### config.mk
export PLATFORM = sky130hd
export DESIGN_NAME = irq_cond
export DESIGN_NICKNAME = d
export VERILOG_FILES = /design/src/rtl/irq_cond.sv
export SDC_FILE = /design/constraint.sdc
export NUM_CORES = 1
export LEC_CHECK = 0
export ABC_AREA = 1
export CELL_PAD_IN_SITES_DETAIL_PLACEMENT = 1
export CELL_PAD_IN_SITES_GLOBAL_PLACEMENT = 2
export CORE_MARGIN = 1
export CORE_UTILIZATION = 30
export DETAILED_ROUTE_END_ITERATION = 8
export GPL_TIMING_DRIVEN = 0
export PLACE_DENSITY_LB_ADDON = 0.1
export SLEW_MARGIN = 20
export SYNTH_ARGS = -nofsm -noshare
export SYNTH_HDL_FRONTEND = slang
export SYNTH_SLANG_ARGS = --single-unit
### constraint.sdc
create_clock -name clk -period 1.6 [get_ports clk]
set_input_delay 0.48 -clock clk [delete_from_list [all_inputs] [get_ports clk]]
set_output_delay 0.48 -clock clk [all_outputs]
set_load 0.05 [all_outputs]
### src/rtl/irq_cond.sv
// irq_cond
// Conditions eight raw asynchronous interrupt sources into clean requests
// for a downstream priority resolver. Each source is synchronized, optionally
// inverted, and then either passed through (level mode) or captured into a
// write-1-to-clear pending latch on its active edge (edge mode). Control and
// status registers are reached over a small Wishbone B2 slave port.
//
// Ports
//   clk        system clock, all state on the rising edge
//   rst_n      asynchronous active-low reset
//   irq_in     raw interrupt sources, bit i = source i
//   ir         conditioned requests, bit i drives ir<i>
//   wb_cyc/wb_std/wb_sel  bus access qualifiers (all three must be high)
//   wb_we      1 = write, 0 = read
//   wb_addr    0 MODE, 1 POL, 2 PEND (write-1-to-clear), 3 RAW (read-only)
//   wb_din     write data
//   wb_dout    registered read data
//   wb_ack     registered single-cycle acknowledge
//
// Build option
//   IRQ_COND_GLITCH_FILTER_EN  when defined, each synchronized source only
//   changes after three consecutive identical samples; level and edge
//   latencies each grow by two cycles and RAW reads the filtered value.

module irq_cond (
    input  logic       clk,
    input  logic       rst_n,
    input  logic [7:0] irq_in,
    output logic [7:0] ir,
    input  logic       wb_cyc,
    input  logic       wb_std,
    input  logic       wb_sel,
    input  logic       wb_we,
    input  logic [1:0] wb_addr,
    input  logic [7:0] wb_din,
    output logic [7:0] wb_dout,
    output logic       wb_ack
);

    // Cycles after reset during which edge capture stays disabled, long
    // enough for a source held high through reset to reach previous-a.
`ifdef IRQ_COND_GLITCH_FILTER_EN
    localparam logic [2:0] WARM_MAX = 3'd5;
`else
    localparam logic [2:0] WARM_MAX = 3'd3;
`endif

    logic [7:0] sync1_q, sync1_d;
    logic [7:0] sync2_q, sync2_d;
    logic [7:0] prev_a_q, prev_a_d;
    logic [7:0] mode_q, mode_d;
    logic [7:0] pol_q, pol_d;
    logic [7:0] pend_q, pend_d;
    logic [7:0] dout_q, dout_d;
    logic       ack_q, ack_d;
    logic [2:0] warm_q, warm_d;
`ifdef IRQ_COND_GLITCH_FILTER_EN
    logic [7:0] hist_q, hist_d;
    logic [7:0] filt_q, filt_d;
    logic [7:0] same;
`endif

    logic [7:0] s_val;
    logic [7:0] active;
    logic [7:0] set_bits;
    logic [7:0] clr_bits;
    logic       access;
    logic       take;
    logic       wr_en;
    logic       rd_en;
    logic       edge_en;

`ifdef IRQ_COND_GLITCH_FILTER_EN
    assign s_val = filt_q;
`else
    assign s_val = sync2_q;
`endif

    assign active  = s_val ^ pol_q;
    assign ir      = (mode_q & pend_q) | (~mode_q & active);
    assign wb_dout = dout_q;
    assign wb_ack  = ack_q;

    always_comb begin
        sync1_d  = irq_in;
        sync2_d  = sync1_q;
        mode_d   = mode_q;
        pol_d    = pol_q;
        dout_d   = dout_q;
        clr_bits = 8'h00;
`ifdef IRQ_COND_GLITCH_FILTER_EN
        // Three samples of the synchronizer output: the one about to be
        // captured (sync1_q), the current one and the previous one.
        hist_d = sync2_q;
        same   = ~(sync1_q ^ sync2_q) & ~(sync2_q ^ hist_q);
        filt_d = (same & sync1_q) | (~same & filt_q);
`endif

        // Ack drops for one cycle after each beat so a held access yields
        // one transfer per ack.
        access = wb_cyc & wb_std & wb_sel;
        take   = access & ~ack_q;
        wr_en  = take & wb_we;
        rd_en  = take & ~wb_we;
        ack_d  = take;

        if (wr_en) begin
            case (wb_addr)
                2'd0:    mode_d   = wb_din;
                2'd1:    pol_d    = wb_din;
                2'd2:    clr_bits = wb_din;
                default: ;
            endcase
        end

        if (rd_en) begin
            case (wb_addr)
                2'd0:    dout_d = mode_q;
                2'd1:    dout_d = pol_q;
                2'd2:    dout_d = pend_q;
                default: dout_d = s_val;
            endcase
        end

        edge_en = (warm_q == WARM_MAX);
        warm_d  = edge_en ? warm_q : warm_q + 3'd1;

        // Set has priority over a simultaneous clear; level-mode bits
        // (including ones switched to level this cycle) are forced low.
        set_bits = active & ~prev_a_q & mode_q & {8{edge_en}};
        pend_d   = ((pend_q & ~clr_bits) | set_bits) & mode_d;

        // Previous-a uses the new polarity so a POL write alone never
        // looks like an edge.
        prev_a_d = s_val ^ pol_d;
    end

    always_ff @(posedge clk or negedge rst_n) begin
        if (!rst_n) begin
            sync1_q  <= 8'h00;
            sync2_q  <= 8'h00;
            prev_a_q <= 8'h00;
            mode_q   <= 8'h00;
            pol_q    <= 8'h00;
            pend_q   <= 8'h00;
            dout_q   <= 8'h00;
            ack_q    <= 1'b0;
            warm_q   <= 3'd0;
`ifdef IRQ_COND_GLITCH_FILTER_EN
            hist_q   <= 8'h00;
            filt_q   <= 8'h00;
`endif
        end else begin
            sync1_q  <= sync1_d;
            sync2_q  <= sync2_d;
            prev_a_q <= prev_a_d;
            mode_q   <= mode_d;
            pol_q    <= pol_d;
            pend_q   <= pend_d;
            dout_q   <= dout_d;
            ack_q    <= ack_d;
            warm_q   <= warm_d;
`ifdef IRQ_COND_GLITCH_FILTER_EN
            hist_q   <= hist_d;
            filt_q   <= filt_d;
`endif
        end
    end

endmodule
**After elaboration in Yosys (flattened, before gate mapping)**

Index checks and enable logic that the tools add are counted.

- $add $sub $neg: 1
- Equality and inequality tests: 3
- Multiplexer cells: 7
- Bitwise gates (word level): 21
- Reductions and logical operators: 1

Operators with widths:

| operator | number |
|---|---|
| 8-bit AND | 7 |
| 8-bit 2-to-1 mux | 6 |
| 8-bit NOT | 3 |
| 8-bit one-hot mux with 3 select lines | 1 |
| 8-bit OR | 2 |
| 8-bit XOR | 2 |
| 1-bit AND | 5 |
| 3-bit by 1-bit adder with 3-bit output (second input constant) | 1 |
| 3-bit by 2-bit equality test with 1-bit output (second input constant) | 1 |
| 2-bit by 1-bit equality test with 1-bit output (second input constant) | 1 |
| 2-bit equality test (second input constant) | 1 |
| 2-bit zero test | 1 |
| 1-bit NOT | 2 |

- Flip-flop bits (word level): 60
- Input port bits: 24
- Output and inout bits: 17
- Logic and storage cells: 42

**Logic depth before layout (Yosys ltp)**

Gate-level depths: netlist of the first run.

- Depth in word-level cells: 9
- Depth in mapped cells: 10

**Worst setup path before layout of the first run**

No wires, ideal clock.

- Path type: register to register
- Start: reg ack_q, in the netlist wb_ack
- End: reg prev_a_q[6]
- Library setup time: 0.116 ns
- Data arrival time: 1.414 ns
- Required time: 1.484 ns
- Slack: 0.070 ns
- Cell stages (with the launch flop): 9
- Buffers on the path: 1
- Cells stage by stage: dfrtp_1 -> inv_1 -> nand2_1 -> nor2_2 -> nand2_1 -> buf_2 -> nand2_1 -> nand3_1 -> nand2_1

- Longest elaborated chain between the ends: 5

RTL lines:

| item | line | RTL |
|---|---|---|
| from (decl) | 55 | `logic ack_q, ack_d;` |
| from (signal assigned) | 161 | `ack_q <= ack_d;` |
| 1-bit NOT | 102 | `take = access & ~ack_q;` |
| 1-bit AND | 102 |  |
| 1-bit AND | 103 | `wr_en = take & wb_we;` |
| 8-bit 2-to-1 mux | 107 | `if (wr_en) begin` |
| 8-bit XOR | 135 | `prev_a_d = s_val ^ pol_d;` |
| net prev_a_d[6] | 50 | `logic [7:0] prev_a_q, prev_a_d;` |
| to (signal assigned) | 156 | `prev_a_q <= prev_a_d;` |
| to (decl) | 50 |  |

The timed path passes the listed nets, and every way through them passes these cells.
A chain may end at the register's enable or synchronous reset.

**Worst setup path in the final report of the first run**

- Start: reg sync2_q[7], in the netlist s_val[7]
- End: out ir[7]

- Longest elaborated chain between the ends: 3

RTL lines:

| item | line | RTL |
|---|---|---|
| from (decl) | 49 | `logic [7:0] sync2_q, sync2_d;` |
| from (signal assigned) | 155 | `sync2_q <= sync2_d;` |
| 8-bit XOR | 79 | `assign active = s_val ^ pol_q;` |
| 8-bit AND | 80 | `assign ir = (mode_q & pend_q) \| (~mode_q & active);` |
| 8-bit OR | 80 |  |
| to (decl) | 29 | `output logic [7:0] ir,` |

Every way passes these cells.

==> metrics.md, run 1 <==
| Metric | Value |
|---|---|
| Vias | 2838 |
| DR iter-0 viols | 56 |
| Netlist cell types | 24 |
| Drt total wl | 9.83 mm |
| Initial Utilization | 31.1% |
| Register share of total power | 36.4% |
| Outcome | finished, violations left |
| Yosys warning count | 0 |
| ANT nets after route | 0 |
| H-tree Lvls | 3 |
| Core ar. | 9770 sq um |
| Commonest cells in the netlist | nand2_1 (189), dfrtp_1 (60), inv_1 (54) |
| VDD IR-drop max | 0.775 mV |
| Critical Path Start Type | register |
| Y dimension of the die | 103 um |
| Leak | 2.35 nW |
| TritonCTS buffer count | 9 |
| Sw Pwr | 1.86 mW |
| Final setup viols | 8 |
| CTS tree | done |
| Tightest Hold Check Type | reg2reg |
| I/O Pins | 41 |
| FMAX | 561 MHz |
| CTS clk-pin slew, worst paths | 0.07 ns |
| Longest Clk Path Bufs | 2 |
| #FFs+latches synth | 60 |
| Crit path max fanout | 2 |
| DRC | 0 |
| Port buffer count | 40 |
| 1st-pass router iterations | 4 |
| Max_cap viols | 0 |
| Relative slew slack | 76.6% |
| Logic gate share of total power | 34.2% |
| Die area | 10500 sq um |
| Final Hold Fails | 0 |
| Worst Slack Setup Final | -0.181 ns |
| RSZ-0062 raised after global routing | yes |
| Arrival time worst endpoint | 1.30 ns |
| Placement Cell Area | 3630 sq um |
| Design Area, Final | 4320 sq um |
| Total global-route track usage | 20.9% |
| Vias per inst | 4.48 |
| Crit path kind | reg2out |
| Data required, critical path | 1.12 ns |
| Setup Slack @ Placement | -0.710 ns |
| Worst hold path depth | 0 |
| Estimated wirelength of the detail-placed design | 6.21 mm |
| DR WL/cell | 15.5 um |
| Share of the synthesized area in the top cell type | 49.5% |
| Top FF cell, synth | dfrtp_1 |
| Clock sinks | 60 |
| RD Place Congestion | 0.733 |
| Area leader, netlist | dfrtp_1 |
| Total gr overflow | 0 |
| Rows | 36 |
| Clock Latency Late Sink | 0.36 ns |
| Synth async-reset ratio | 100% |
| Final Max Slew Viols | 0 |
| Net Sw Frac | 35.6% |
| Most numerous cell in the Yosys netlist | nand2_1 |
| Via count of the first global-routing pass | 2941 |
| Synthesized area per cell | 7.42 sq um |
| First-pass GRT wire length | 15.5 mm |
| Synthesized netlist cell count | 409 |
| Layout cells sized above 1 | 20.4% |
| Mapped Nets | 435 |
| Failing checks | negative setup slack |
| Synthesized cell area | 3040 sq um |
| Layout area overhead | 42.4% |
| Number of synthesized flops with an enable pin | 0 |
| Top post-synthesis cells by area | dfrtp_1 (49%), nand2_1 (23%), inv_1 (6.7%) |
| Clock power share | 29.4% |
| CTS Root Buffer Type | clkbuf_8 |
| Fin Clk Skew | 0.0137 ns |
| Largest net degree at the start of global routing | 44 |
| PwrDens | 1210 nW/um^2 |
| Internal | 3.36 mW |
| Worst slew pin tran | 0.349 ns |
| N_diodes | 0 |
| Worst r2r path cells | 10 |
| Number of antenna violations at the first check in global routing | 0 |
| Final #Nets | 522 |
| Sequential cell area fraction in the yosys report | 49.5% |
| Type of destination of the critical path | output pin |
| Tcrit/Tclk final | 111% |
| Post-layout minimum cycle time | 1.78 ns |
| Die W | 103 um |
==> metrics by stage <==
step / TNS (ns) / hold WS [ns] / power (mW) / util (%) / std cells
after floorplan: 0 / 0.184 / 2.88 / - / 409
after global placement: -148.30 / 0.332 / 3.37 / 36.9 / 582
after detailed placement: -26.06 / 0.337 / 3.41 / 37.1 / 583
after CTS: -1.44 / 0.352 / 5.14 / 42.9 / 624
after global routing: -1.74 / 0.355 / 5.53 / 44.2 / 634
final: -1.09 / 0.349 / 5.22 / 44.2 / 634
==> final cells by class <==
cell class	instances	area (sq um)
clock buffer	11	141
buffer	12	144
clock inverter	5	75.1
multi-input combinational	282	1360
tap	133	166
sequential	60	1500
fill	1185	5450
timing repair buffer	76	731
inverter	55	209
==> power groups by stage <==
stage / logic [mW] / clock network (mW) / registers (mW)
global route: 1.96 / 1.64 / 1.93
finish: 1.79 / 1.53 / 1.90
global placement: 1.44 / 0 / 1.93
CTS: 1.67 / 1.58 / 1.89
floorplan: 0.843 / 0 / 2.04
detailed placement: 1.47 / 0 / 1.94
==> kinds of logic after synthesis <==
logic type,share of synthesized area [%]
muxes,0.371
buffers and inverters,9.36
AOI/OAI and AO/OA,5.28
DFF,49.5
adders and majority gates,0.824
xor gates and xnor gates,2.60
and+or+nand+nor,32.1
==> placed cells by master, fill, tap and decap left out, types with 2 or more instances in the layout <==
master	count
o211ai_1	8
xor2_1	2
nor2_1	18
clkinv_2	3
nand2_4	2
nand3_1	28
o21ai_1	3
clkbuf_8	10
a21oi_1	4
nand2_1	184
nor3_4	2
buf_8	3
inv_1	53
nand2_2	3
buf_2	6
bufinv_16	2
xor2_2	6
buf_12	2
o21ai_0	13
buf_6	15
dfrtp_1	60
clkdlybuf4s50_1	17
dlymetal6s2s_1	5
buf_4	34
nor2_4	3
clkdlybuf4s15_2	2
==> worst max-delay path, cell delays in order, from the launching register on <==
cell,delay [ns]
dfrtp_1,0.41
xor2_1,0.22
nand2_1,0.09
nand2_1,0.08
buf_6,0.15
==> worst paths after layout <==
check	end	from	slack [ns]
worst max-delay path	ir[7]	s_val[7]$_DFF_PN0_	-0.18
worst min-delay path	s_val[1]$_DFF_PN0_	sync1_q[1]$_DFF_PN0_	0.35
worst max register to register	prev_a_q[6]$_DFF_PN0_	wb_ack$_DFF_PN0_	0.18
worst min register to register	s_val[1]$_DFF_PN0_	sync1_q[1]$_DFF_PN0_	0.35
max in group asynchronous	prev_a_q[3]$_DFF_PN0_	rst_n	0.55
min in group asynchronous	pol_q[7]$_DFF_PN0_	rst_n	0.55
==> flip-flops by register name (all words and copies together), names as in the netlist <==
| signal | cells |
|---|---|
| pend_q | 8 |
| pol_q | 8 |
| warm_q | 3 |
| wb_ack | 1 |
| s_val | 8 |
| mode_q | 8 |
| prev_a_q | 8 |
| wb_dout | 8 |
| sync1_q | 8 |
==> timing repair <==
| action | CTS | global route |
|---|---|---|
| gates cloned | 1 | 0 |
| hold endpoints to repair | 17 | 0 |
| gates resized for setup | 114 | 32 |
| setup endpoints to repair | 54 | 39 |
| setup buffers | 23 | 10 |
| pin swaps | 14 | 11 |
| hold buffers | 1 | 0 |
==> routing by layer <==
metal	track usage, %	part of all wire, %	wire, um
met5	0	0	0
met4	5.60	1.5	150
met3	6.51	3.3	320
met2	35.1	49	4840
met1	25.9	46	4520
Note: power is estimated with default switching activity, not from simulation.
==> run 2, diff against run 1 <==
Settings changed: SLEW_MARGIN 20 to default.
==> metrics.md, run 2 (synthesized netlist as in run 1, its figures left out) <==
| Metric | Value |
|---|---|
| Longest Clk Path Bufs | 2 |
| Fin Clk Skew | 0.0122 ns |
| Hold WS | 0.223 ns |
| Most frequent cells in the layout | nand2_1 (185), dfrtp_1 (60), inv_1 (53) |
| Power Total | 5.15 mW |
| Layout cells sized above 1 | 19.4% |
| R2R Setup Slk | 0.18 ns |
| CTS tree | done |
| Arrival time worst endpoint | 1.28 ns |
| Final setup viols | 8 |
| Most common cell after layout, fill and taps aside | nand2_1 |
| Sequential Area | 1500 sq um |
| CTS clk-pin slew, worst paths | 0.07 ns |
| Largest net degree at the start of global routing | 61 |
| Number of antenna violations at the first check in global routing | 0 |
| Post-layout minimum cycle time | 1.76 ns |
| Layout area overhead | 39.4% |
| Area taken by multi-input logic gates | 1340 sq um |
| Initial Utilization | 31.1% |
| Leak | 2.30 nW |
| I/O Pins | 41 |
| Outcome | finished, violations left |
| DR iter-0 viols | 63 |
| N_diodes | 0 |
| Total global-route track usage | 20.2% |
| Relative slew slack | 47.1% |
| Final Max Slew Viols | 0 |
| Data required, critical path | 1.12 ns |
| Fillers | 1209 |
| Y dimension of the die | 103 um |
| Total gr overflow | 0 |
| TritonCTS buffer count | 9 |
| CTS Root Buffer Type | clkbuf_8 |
| VDD IR-drop max | 0.786 mV |
| Worst Slack Setup Final | -0.156 ns |
| Max_cap viols | 0 |
| CP startpoint | pol_q[3]$_DFF_PN0_ |
| Vias per inst | 4.45 |
| Tightest Hold Check Type | in2async |
| Tcrit/Tclk final | 110% |
| Failing checks | negative setup slack |
| Worst r2r src | warm_q[0]$_DFFE_PN0N_ |
| 1st-pass router iterations | 4 |
| ANT nets after route | 0 |
| First-pass GRT wire length | 15.1 mm |
| Drt total wl | 9.60 mm |
| Worst slew pin tran | 0.794 ns |
| Crit path kind | reg2out |
| H-tree Lvls | 3 |
| Port buffer count | 40 |
| RSZ-0062 raised after global routing | yes |
| RD Place Congestion | 0.733 |
| DRC | 0 |
| Final #Nets | 517 |
| FMAX | 569 MHz |
| Clock Latency Late Sink | 0.35 ns |
| PwrDens | 1220 nW/um^2 |
| Clock sinks | 60 |
| Estimated wirelength of the detail-placed design | 6.15 mm |
| Vias | 2798 |
| Reg-to-Reg End | pend_q[1]$_DFF_PN0_ |
| Via count of the first global-routing pass | 2872 |
| Post-cts hold buffer count | 0 |
| Worst r2r path cells | 9 |
| Die W | 103 um |
| Crit path max fanout | 3 |
| Final Hold Fails | 0 |
| Critical Path Start Type | register |
| Die area | 10500 sq um |
| Rows | 36 |
| Core ar. | 9770 sq um |
| DR WL/cell | 15.3 um |
| Type of destination of the critical path | output pin |
run 2: changes by cell type in the layout (fill, tap and decap cells not counted), sizes merged:
cell and delta:
bufbuf -1, clkdlybuf4s15 +4, dlymetal6s2s -1, dlygate4sd2 +1, dlygate4sd3 -1, buf -7
run 2: stage by stage:
step | cell area [sq um] | TNS, ns | setup WS (ns) | util (%) | cells
after floorplan | 3040 | 0 | 0.0697 | - | 409
after global placement | 3600 | -148.30 | -2.05 | 36.9 | 582
after detailed placement | 3600 | -26.43 | -0.719 | 36.8 | 582
after CTS | 4140 | -1.32 | -0.194 | 42.3 | 624
after global routing | 4230 | -1.64 | -0.235 | 43.3 | 629
final | 4230 | -1.01 | -0.156 | 43.3 | 629
run 2: worst max-delay path, stage by stage (launching register included):
cell,delay [ns]
dfrtp_1,0.40
xor2_1,0.22
nand2_1,0.08
nand2_1,0.07
buf_6,0.15
run 2: cell type report:
class / count / share of cell area [%]
Inverter: 55 / 4.94
Clock inverter: 5 / 1.77
Buffer: 12 / 3.22
Timing Repair Buffer: 71 / 15.7
Tap cell: 133 / 3.93
Multi-Input combinational cell: 282 / 31.7
Clock buffer: 11 / 3.34
Sequential cell: 60 / 35.5
run 2: report_power, final:
part,internal [mW],total (mW),switching [mW]
Combinational,0.685,1.73,1.05
Sequential,1.73,1.90,0.168
Clock,0.912,1.52,0.604
Total,3.33,5.15,1.82
run 2: worst max path at each step:
stage | endpoint | depth (start not counted) | slack (ns)
4_1_cts | ir[3] | 4 | -0.19
3_5_place_dp | prev_a_q[6]$_DFF_PN0_ | 8 | -0.72
6_report | ir[3] | 4 | -0.16
2_1_floorplan | prev_a_q[6]$_DFF_PN0_ | 8 | 0.07
3_3_place_gp | wb_dout[3]$_DFFE_PN0P_ | 1 | -2.05
5_1_grt | ir[5] | 4 | -0.24
run 2: what timing repair did:
| item | 4_1_cts | 5_1_grt |
|---|---|---|
| pin swaps | 13 | 10 |
| resized for setup | 112 | 20 |
| hold endpoints to repair | 0 | 0 |
| endpoints found under the setup margin | 54 | 34 |
| gates cloned | 0 | 0 |
| buffers inserted | 26 | 5 |
run 2: routing by layer:
metal	global-route usage [%]	wire, um	up-vias
li1	-	-	1402
met1	25.3	4390	1348
met2	34.9	4810	39
met3	4.54	279	9
met4	5.60	113	0
met5	0	0	-
==> run 3, diff against run 2 <==
Settings changed: TNS_END_PERCENT from default to 5.
==> metrics.md, run 3 (synthesized netlist as in run 1, its figures left out) <==
| Metric | Value |
|---|---|
| Fillers | 1207 |
| Type of destination of the critical path | output pin |
| Core ar. | 9770 sq um |
| R2R Setup Slk | 0.19 ns |
| Fin Clk Skew | 0.0162 ns |
| Outcome | finished, violations left |
| GRT busiest layer | met2 |
| M3 GR Usage | 4.54% |
| Most common cell after layout, fill and taps aside | nand2_1 |
| Failing checks | negative setup slack |
| Worst slew pin tran | 0.785 ns |
| DR iter-0 viols | 56 |
| Final Hold Fails | 0 |
| RSZ-0062 raised after global routing | yes |
| Max_cap viols | 0 |
| Layout area overhead | 34.0% |
| DRC | 0 |
| Final #Nets | 500 |
| Vias | 2722 |
| Critical path's slowest cell | dfrtp_1 |
| 1st-pass router iterations | 4 |
| Power Total | 5.01 mW |
| Most frequent cells in the layout | nand2_1 (185), dfrtp_1 (59), inv_1 (53) |
| PwrDens | 1230 nW/um^2 |
| Via count of the first global-routing pass | 2790 |
| VDD IR-drop max | 0.788 mV |
| DR WL/cell | 15.4 um |
| Initial Utilization | 31.1% |
| Drt total wl | 9.44 mm |
| Post-cts hold buffer count | 0 |
| Leak | 2.17 nW |
| Hold WS | 0.211 ns |
| Die area | 10500 sq um |
| CTS tree | done |
| Worst Slack Setup Final | -0.164 ns |
| Total gr overflow | 0 |
| First-pass GRT wire length | 14.8 mm |
| Tcrit/Tclk final | 110% |
| I/O Pins | 41 |
| Final core occ | 41.6% |
| Met2 GRT Util | 33.7% |
| Die W | 103 um |
| Vias per inst | 4.45 |
| Crit path max fanout | 3 |
| Relative slew slack | 47.7% |
| N_diodes | 0 |
| Data required, critical path | 1.12 ns |
| FMAX | 567 MHz |
| Number of antenna violations at the first check in global routing | 0 |
| Layout cells sized above 1 | 16.9% |
| Tightest Hold Check Type | in2async |
| Total global-route track usage | 19.8% |
| Estimated wirelength of the detail-placed design | 6.15 mm |
| Clock Latency Late Sink | 0.35 ns |
| Arrival time worst endpoint | 1.28 ns |
| Rows | 36 |
| GRT met1 Usage | 24.9% |
| Largest net degree at the start of global routing | 61 |
| RD Place Congestion | 0.733 |
| Port buffer count | 40 |
| CP most frequent cell | nand2_1 |
| Clock sinks | 60 |
| Critical Path Start Type | register |
| H-tree Lvls | 3 |
| TritonCTS buffer count | 9 |
| Longest Clk Path Bufs | 2 |
| Final Max Slew Viols | 0 |
| ANT nets after route | 0 |
| CP Cell Sequence | xor2_1, nand2_1, nand2_1, buf_6 |
| CTS Root Buffer Type | clkbuf_8 |
| Final setup viols | 9 |
| Y dimension of the die | 103 um |
| Post-layout minimum cycle time | 1.76 ns |
| Slowest stage delay, CP | 0.41 ns |
| Crit path kind | reg2out |
| CTS clk-pin slew, worst paths | 0.08 ns |
[run 3: changes by cell type in the layout (fill, tap and decap cells not counted), sizes merged]
cell and change:
clkdlybuf4s50 +3, buf -17, dlymetal6s2s -3
[run 3: critical path: cells and delay by family, from the launching register on]
kind / cells / cell delay [ns]
buffers and inverters: 1 / 0.15
XOR/XNOR: 1 / 0.20
flip-flops: 1 / 0.41
AND/OR/NAND/NOR: 2 / 0.17
[run 3: what timing repair did]
action,4_1_cts,5_1_grt
hold endpoints to repair,0,0
endpoints found under the setup margin,54,42
pin swaps,8,6
setup buffers,8,6
resized for setup,103,25
[run 3: final cells by class]
type                    count  area, sq um  area share (%)
clock inverters             5         75.1            1.85
inverters                  55          206            5.07
flip-flops and latches     60         1500            36.9
plain buffers              12          139            3.41
well taps                 133          166            4.09
repair buffers             54          519            12.8
multi-input cells         282         1320            32.4
clock buffers              11          141            3.47
[run 3: worst paths after layout]
| path | depth (start not counted) | from | endpoint |
|---|---|---|---|
| setup / recovery | 4 | pol_q[7]$_DFF_PN0_ | ir[7] |
| hold / removal | 1 | rst_n | prev_a_q[7]$_DFF_PN0_ |
| setup reg to reg | 9 | warm_q[0]$_DFFE_PN0N_ | pend_q[1]$_DFF_PN0_ |
| hold reg to reg | 0 | sync1_q[1]$_DFF_PN0_ | s_val[1]$_DFF_PN0_ |
| max in group asynchronous | 1 | rst_n | pol_q[4]$_DFF_PN0_ |
| min in group clk | 0 | sync1_q[1]$_DFF_PN0_ | s_val[1]$_DFF_PN0_ |
[run 3: report_power, final]
| part | internal [mW] | switching, mW |
|---|---|---|
| registers | 1.73 | 0.179 |
| logic | 0.578 | 1.00 |
| clock network | 0.912 | 0.610 |
[run 3: per-layer routing]
layer | wire, um | vias to the layer above
met1 | 4330 | 1307
met5 | 0 | -
met3 | 244 | 8
met4 | 109 | 0
li1 | - | 1372
met2 | 4760 | 35
[run 3: through the flow]
step | instances | setup slack (ns) | area (sq um) | TNS (ns)
floorplan | 409 | 0.0697 | 3040 | 0
global placement | 582 | -2.05 | 3600 | -148.30
detailed placement | 582 | -0.719 | 3600 | -26.43
CTS | 606 | -0.194 | 3950 | -2.42
global route | 612 | -0.222 | 4070 | -2.00
finish | 612 | -0.164 | 4070 | -1.07
